<file path="config.mk">
export PLATFORM = sky130hd
export DESIGN_NAME = imm_gen_pipe
export DESIGN_NICKNAME = d
export VERILOG_FILES = /design/src/rtl/imm_gen_pkg.sv /design/src/rtl/imm_gen_decode.sv /design/src/rtl/imm_gen_pipe.sv
export SDC_FILE = /design/constraint.sdc
export NUM_CORES = 1
export LEC_CHECK = 0
export ABC_AREA = 1
export CAP_MARGIN = 0
export CORE_ASPECT_RATIO = 0.7
export CORE_MARGIN = 4
export CORE_UTILIZATION = 39
export DETAILED_ROUTE_END_ITERATION = 6
export PLACE_DENSITY_LB_ADDON = 0.08
export REMOVE_ABC_BUFFERS = 1
export SYNTH_ARGS = -nofsm -noshare
export SYNTH_HDL_FRONTEND = slang
export SYNTH_SLANG_ARGS = --single-unit
</file>
<file path="constraint.sdc">
create_clock -name clk -period 1.3 [get_ports clk]
set_input_delay 0.26 -clock clk [delete_from_list [all_inputs] [get_ports clk]]
set_output_delay 0.26 -clock clk [all_outputs]
set_load 0.03 [all_outputs]
</file>
<file path="src/rtl/imm_gen_pkg.sv">
// Shared constants for the immediate generator: format codes, major opcodes, XLEN check.
// No logic or state; imported by imm_gen_decode and imm_gen_pipe.
// Not applicable: no handshake at package level.
package imm_gen_pkg;

    localparam logic [2:0] FMT_R   = 3'd0;
    localparam logic [2:0] FMT_I   = 3'd1;
    localparam logic [2:0] FMT_S   = 3'd2;
    localparam logic [2:0] FMT_B   = 3'd3;
    localparam logic [2:0] FMT_U   = 3'd4;
    localparam logic [2:0] FMT_J   = 3'd5;
    localparam logic [2:0] FMT_ILL = 3'd7;

    localparam logic [6:0] OP_LOAD   = 7'b0000011;
    localparam logic [6:0] OP_IMM    = 7'b0010011;
    localparam logic [6:0] OP_IMM32  = 7'b0011011;
    localparam logic [6:0] OP_JALR   = 7'b1100111;
    localparam logic [6:0] OP_SYSTEM = 7'b1110011;
    localparam logic [6:0] OP_STORE  = 7'b0100011;
    localparam logic [6:0] OP_BRANCH = 7'b1100011;
    localparam logic [6:0] OP_LUI    = 7'b0110111;
    localparam logic [6:0] OP_AUIPC  = 7'b0010111;
    localparam logic [6:0] OP_JAL    = 7'b1101111;
    localparam logic [6:0] OP_OP     = 7'b0110011;
    localparam logic [6:0] OP_OP32   = 7'b0111011;

    function automatic bit xlen_legal(input int xlen);
        return (xlen == 32) || (xlen == 64);
    endfunction

endpackage

</file>
<file path="src/rtl/imm_gen_decode.sv">
// Combinational decode of a 32-bit instruction word into format code and sign-extended immediate.
// Latency: 0 cycles (pure combinational).
// Backpressure: none; the enclosing pipe owns all handshaking.
module imm_gen_decode
    import imm_gen_pkg::*;
#(
    parameter int XLEN = 64
) (
    input  logic [31:0]     instr,
    output logic [XLEN-1:0] imm,
    output logic [2:0]      fmt
);

    logic [31:0] imm32;

    always_comb begin
        fmt   = FMT_ILL;
        imm32 = '0;
        case (instr[6:0])
            OP_LOAD, OP_IMM, OP_IMM32, OP_JALR, OP_SYSTEM: begin
                fmt   = FMT_I;
                imm32 = {{20{instr[31]}}, instr[31:20]};
            end
            OP_STORE: begin
                fmt   = FMT_S;
                imm32 = {{20{instr[31]}}, instr[31:25], instr[11:7]};
            end
            OP_BRANCH: begin
                fmt   = FMT_B;
                imm32 = {{19{instr[31]}}, instr[31], instr[7], instr[30:25], instr[11:8], 1'b0};
            end
            OP_LUI, OP_AUIPC: begin
                fmt   = FMT_U;
                imm32 = {instr[31:12], 12'b0};
            end
            OP_JAL: begin
                fmt   = FMT_J;
                imm32 = {{11{instr[31]}}, instr[31], instr[19:12], instr[20], instr[30:21], 1'b0};
            end
            OP_OP, OP_OP32: begin
                fmt   = FMT_R;
            end
            default: ;
        endcase
    end

    // Every 32-bit immediate already carries bit 31 as its sign; widen by sign extension.
    assign imm = XLEN'($signed(imm32));

endmodule

</file>
<file path="src/rtl/imm_gen_pipe.sv">
// Immediate generator stage: decode + one output register, or a 2-entry skid buffer with IMM_GEN_SKID_EN.
// Latency: 1 cycle from input transfer to out_valid; sustained throughput 1 per cycle.
// Backpressure: in_ready = out_ready | ~out_valid (default) or registered skid-empty flag (IMM_GEN_SKID_EN).
module imm_gen_pipe
    import imm_gen_pkg::*;
#(
    parameter int XLEN  = 64,
    parameter int TAG_W = 5
) (
    input  logic             clk,
    input  logic             reset,
    input  logic             flush,
    input  logic             in_valid,
    output logic             in_ready,
    input  logic [31:0]      in_instr,
    input  logic [TAG_W-1:0] in_tag,
    output logic             out_valid,
    input  logic             out_ready,
    output logic [XLEN-1:0]  out_imm,
    output logic [2:0]       out_fmt,
    output logic [TAG_W-1:0] out_tag,
    output logic             out_illegal
);

    if (!xlen_legal(XLEN)) begin : g_xlen_check
        $error("imm_gen_pipe: XLEN must be 32 or 64");
    end

    localparam int PW = XLEN + 3 + TAG_W;

    logic [XLEN-1:0] dec_imm;
    logic [2:0]      dec_fmt;
    logic [PW-1:0]   dec_dat;
    logic [PW-1:0]   out_dat;
    logic            push;
    logic            pop;

    imm_gen_decode #(.XLEN(XLEN)) u_decode (
        .instr (in_instr),
        .imm   (dec_imm),
        .fmt   (dec_fmt)
    );

    assign dec_dat = {dec_imm, dec_fmt, in_tag};
    assign push    = in_valid & in_ready;
    assign pop     = out_valid & out_ready;

    assign {out_imm, out_fmt, out_tag} = out_dat;
    assign out_illegal = (out_fmt == FMT_ILL);

`ifdef IMM_GEN_SKID_EN
    logic          skid_empty;
    logic [PW-1:0] skid_dat;

    // in_ready comes straight from a flop; reset gating only, never out_ready.
    assign in_ready = skid_empty & ~reset;

    always_ff @(posedge clk) begin
        if (reset) begin
            out_valid  <= 1'b0;
            out_dat    <= '0;
            skid_empty <= 1'b1;
            skid_dat   <= '0;
        end else if (flush) begin
            out_valid  <= 1'b0;
            skid_empty <= 1'b1;
        end else if (!skid_empty) begin
            if (pop) begin
                out_dat    <= skid_dat;
                skid_empty <= 1'b1;
            end
        end else if (push) begin
            if (!out_valid || pop) begin
                out_valid <= 1'b1;
                out_dat   <= dec_dat;
            end else begin
                skid_empty <= 1'b0;
                skid_dat   <= dec_dat;
            end
        end else if (pop) begin
            out_valid <= 1'b0;
        end
    end
`else
    assign in_ready = ~reset & (out_ready | ~out_valid);

    always_ff @(posedge clk) begin
        if (reset) begin
            out_valid <= 1'b0;
            out_dat   <= '0;
        end else if (flush) begin
            out_valid <= 1'b0;
        end else if (push) begin
            out_valid <= 1'b1;
            out_dat   <= dec_dat;
        end else if (pop) begin
            out_valid <= 1'b0;
        end
    end
`endif

endmodule

</file>
* Word level (Yosys, flattened, before mapping)
Index checks and enable logic that the tools add are counted.
W data, S select, Z words.
** Operators by class
- Add/subtract/negate cells :: 0
- Multiply operators :: 0
- Divide/modulo/power cells :: 0
- $lt $le $gt $ge :: 0
- Equality and inequality tests :: 13
- Shift-type cells :: 0
- Mux-type cells :: 4
- Bitwise gates (word level) :: 7
- Reduce and logical (&&, ||, !) cells :: 6
** Operators by type and width (count)
- $pmux W32 S5 :: 1
- $eq A7 B6 Y1 const B :: 4
- $eq A7 B7 Y1 const B :: 4
- $eq A7 B5 Y1 const B :: 3
- $pmux W3 S6 :: 1
- $eq A7 B2 Y1 const B :: 1
- $reduce_or A2 Y1 :: 3
- $reduce_or A5 Y1 :: 1
- $and A1 B1 Y1 :: 3
- $eq A3 B3 Y1 const B :: 1
- $not A1 Y1 :: 3
- $mux W1 :: 2
- $reduce_and A2 Y1 :: 1
- $reduce_bool A2 Y1 :: 1
- $or A1 B1 Y1 :: 1
** Storage, ports and cells
- Flip-flop bits (word level) :: 41
- Bits in latches :: 0
- Bits in writable memories :: 0
- ROM bits :: 0
- Output and inout port bits :: 75
- Word-level logic and storage cells :: 32
- Memories kept :: 0

* Longest topological paths before layout
- Depth in word-level cells :: 5
- Mapped depth :: 10
- Gate-level depth less buffers :: 9

* Cells and area by module
A second synthesis with hierarchy kept.
** Second synthesis, totals
- Cells, all modules :: 814
- Area total of the unflattened synthesis :: 4769.6 um2
** Modules (own cells, without submodules)
- imm_gen_pipe :: times used 1, cells each 622, area each 3731.1 um2
- imm_gen_decode :: times used 1, cells each 192, area each 1038.5 um2

* Worst setup path before layout
OpenSTA, ideal clock, no wires.
- Path kind :: register to output
- Start :: register out_dat[39] (netlist name)
- End :: output out_imm[32]
- Arrival time :: 1298 ps
- Data required time :: 1040 ps
- Path slack :: -258 ps
- Stages on the path, launching flop included :: 2
- Cells stage by stage :: dfxtp_1 > buf_4
** RTL lines
- end, declared :: line imm_gen_pipe.sv:19 : output logic [XLEN-1:0] out_imm,
No word-level cell between the ends.

* Worst setup path after layout
- Start :: register out_valid
- End :: register out_dat[21]
** Between the ends
- Cells in the longest elaborated chain, start to end :: 5
** Ends and longest elaborated chain
- start, declared :: line imm_gen_pipe.sv:17 : output logic out_valid,
- start signal, assigned :: line imm_gen_pipe.sv:89 : out_valid <= 1'b0;
- start signal, assigned :: line imm_gen_pipe.sv:92 : out_valid <= 1'b0;
- start signal, assigned :: line imm_gen_pipe.sv:94 : out_valid <= 1'b1;
- $not A1 Y1 :: line imm_gen_pipe.sv:85 : assign in_ready = ~reset & (out_ready | ~out_valid);
- $or A1 B1 Y1 :: line imm_gen_pipe.sv:85
- $and A1 B1 Y1 :: line imm_gen_pipe.sv:85
- $and A1 B1 Y1 :: line imm_gen_pipe.sv:45 : assign push = in_valid & in_ready;
- $reduce_and A2 Y1 (no line)
- end signal, assigned :: line imm_gen_pipe.sv:95 : out_dat <= dec_dat;
- end, declared :: line imm_gen_pipe.sv:34 : logic [PW-1:0] out_dat;
Every way passes these cells.
A chain may end at the register's enable or synchronous reset.

==> key figures <==
Timing
  • Fmax: 0.7005 GHz
  • Final worst-path cycle share: 1.098
  • RSZ-0062 raised after global routing: true
  • Worst-margin pin slew: 0.5040 ns
  • Max-slew headroom: 0.6640
  • Layout Skew: 0.009302 ns
  • Post-route setup slack: -0.1276 ns
  • Min Tclk post-route: 1.428 ns
  • Final hold slack: 0.3430 ns
  • Setup violators final: 38
  • Hold Violations, Final: 0
  • Pins over their slew limit: 0

Detailed routing
  • Vias: 3198
  • Antenna Nets Post-Route: 0
  • DR vias/cell: 4.853
  • Wire length per cell: 14.29 um
  • Initial DRC count: 152
  • Final wirelength: 9416 um
  • DRC Markers: 0
  • Total iterations of the first detailed-routing run: 4

Worst setup path
  • Largest stage delay, worst path: 0.33 ns
  • Worst Path Arrival: 1.66 ns
  • WP data required: 1.53 ns
  • Cell breakdown of the critical path: inv_2 > nor2_2 > buf_6 > nor3_4 > buf_6 > buf_6 > buf_12 > nand2_2 > a21oi_2
  • Setup CP Type: register to register
  • Most used cell, CP: buf_6
  • Crit end category: register
  • Slowest-stage cell, CP: dfxtp_2
  • CP Max Fanout: 8
  • Startpoint Class: register

Floorplan
  • Die Ht: 77.96 um
  • Die Area: 8414 sq um
  • Io pins: 117
  • Initial Utilization: 0.4035
  • Core Area: 6756 sq um
  • Die width: 107.9 um
  • Row Count: 25

Cells and area
  • Fillers: 601
  • Storage cell area: 829.5 sq um
  • Area Growth Syn to Fin: 65.53%
  • Fin util: 0.6680
  • Fin nets: 606
  • Design area: 4513 sq um
  • Multi-input logic area: 1692 sq um
  • Share of cells above drive strength 1: 0.3929
  • Ant diodes: 0

Hold path
  • Hold Path Class: primary input to register

Clock tree
  • Hold_buf cts: 0
  • CTS tree: built
  • CTS Sinks: 41
  • CTS clk-pin slew, worst paths: 0.08 ns
  • Clock tree buffer depth: 2
  • Clock Tree Root: clkbuf_8
  • TritonCTS Buffers: 5
  • H-tree depth: 2
  • Clk Latency, worst-skew pair: 0.31 ns

Global route
  • GRT Residual Overflow: 0
  • Vias in the first global route: 3094
  • First-pass GRT wire length: 14520 um
  • Gr usage total: 0.2163
  • Largest net degree at the start of global routing: 34
  • Antenna violations before repair: 0

Flow run
  • Max Cap Viol: 0

Synth
  • Post-synthesis instance total: 446
  • Synth warnings: 0
  • Sequential area share after synthesis: 0.3011
  • Mapped Area: 2726 sq um
  • Synth unique cells: 21
  • Flops & latches, synth: 41
  • Synthesized area per cell: 6.113 sq um

Placement
  • Final HPWL DP: 5911 um
  • Placed Area: 3789 sq um
  • Port Buffers: 116
  • RePlAce Congestion: 0.8887

Power
  • Worst VDD drop: 0.4244 mV
  • Power Density: 616.5 nW/um^2
  • LEAKAGE: 2.337 nW

Run status
  • Failing checks: negative setup slack
  • Status: finished with violations
[flip-flops by register name, summed over array words and instances, names as in the netlist]
register,flops
out_dat,40
out_valid,1
[power by group]
| group | leakage [nW] | internal [W] | switching (W) |
|---|---|---|---|
| Sequential | 0.334 | 0.00127 | 0.0000134 |
| Clock | 0.0439 | 0.000371 | 0.000485 |
| Combinational | 1.96 | 0.000294 | 0.000346 |
| Total | 2.34 | 0.00194 | 0.000844 |
[final cells by class]
cell class	count	area share
repair buffers	168	0.3740
flip-flops and latches	41	0.1838
clock buffers	5	0.01525
clock inverters	3	0.003881
well taps	94	0.02606
inverters	26	0.02218
multi-input cells	322	0.3748
[worst max-delay path: cells and delay by family, from the launching register on]
| kind | cells | cell delay, ns |
|---|---|---|
| compound gates | 1 | 0.12 |
| buf+inv | 5 | 0.57 |
| flops | 1 | 0.33 |
| simple gates | 3 | 0.34 |
[metrics by stage]
stage | TNS (ns) | cells | power [W] | setup WS, ns
final | -3.486 | 659 | 0.002783 | -0.1276
after global routing | -7.263 | 659 | 0.002908 | -0.2010
after CTS | -2.733 | 659 | 0.002776 | -0.1180
after detailed placement | -23.28 | 633 | 0.001823 | -0.6827
after global placement | -20.82 | 633 | 0.001818 | -0.5737
after floorplan | -221.47 | 388 | 0.001500 | -5.891
[final timing paths]
check        cells after the start        start           to  slack, ns
max                              9    out_valid  out_dat[21]      -0.13
min                              3     in_valid    out_valid       0.34
max reg2reg                      9    out_valid  out_dat[21]      -0.13
min reg2reg                      2  out_dat[13]  out_dat[13]       0.46
[logic make-up (layout without fill, tap and decap cells)]
logic type	Yosys count	after routing	synth area share
flops	41	41	0.3011
simple gates	278	279	0.4286
compound gates	43	43	0.09270
buf+inv	84	202	0.1776
[cells in the mapped netlist, drive strengths merged]
library cell | instances | share of area
nor3 | 2 | 0.0078
nand2 | 154 | 0.22
and3 | 1 | 0.0023
nor2 | 63 | 0.094
o21ai | 8 | 0.015
nand4 | 1 | 0.0023
dfxtp | 41 | 0.30
inv | 26 | 0.036
nand3 | 57 | 0.11
a21oi | 35 | 0.078
buf | 52 | 0.13
clkbuf | 6 | 0.0083
[timing repair]
action,CTS,global route
setup buffers,9,3
endpoints found under the setup margin,86,66
pin swaps,16,15
resized for setup,112,79
cloned,11,1
[cells in the final DEF, fill, tap and decap left out, types with 10 or more instances in the layout]
cell / count
dfxtp_1: 36
clkdlybuf4s50_1: 29
nand3_1: 54
buf_4: 69
nor2_1: 53
nand2_1: 118
nand2_4: 13
dlygate4sd2_1: 10
nand2_2: 23
inv_1: 20
buf_6: 27
a21oi_1: 13
a21oi_2: 22
[routing by layer]
layer,wire length [um],up-vias,global-route usage
met3,592,17,0.04156
met5,0,-,0
met1,4087,1464,0.2771
met2,4560,106,0.3623
li1,-,1611,-
met4,176,0,0.07440
Note: power is estimated with default switching activity, not from simulation.
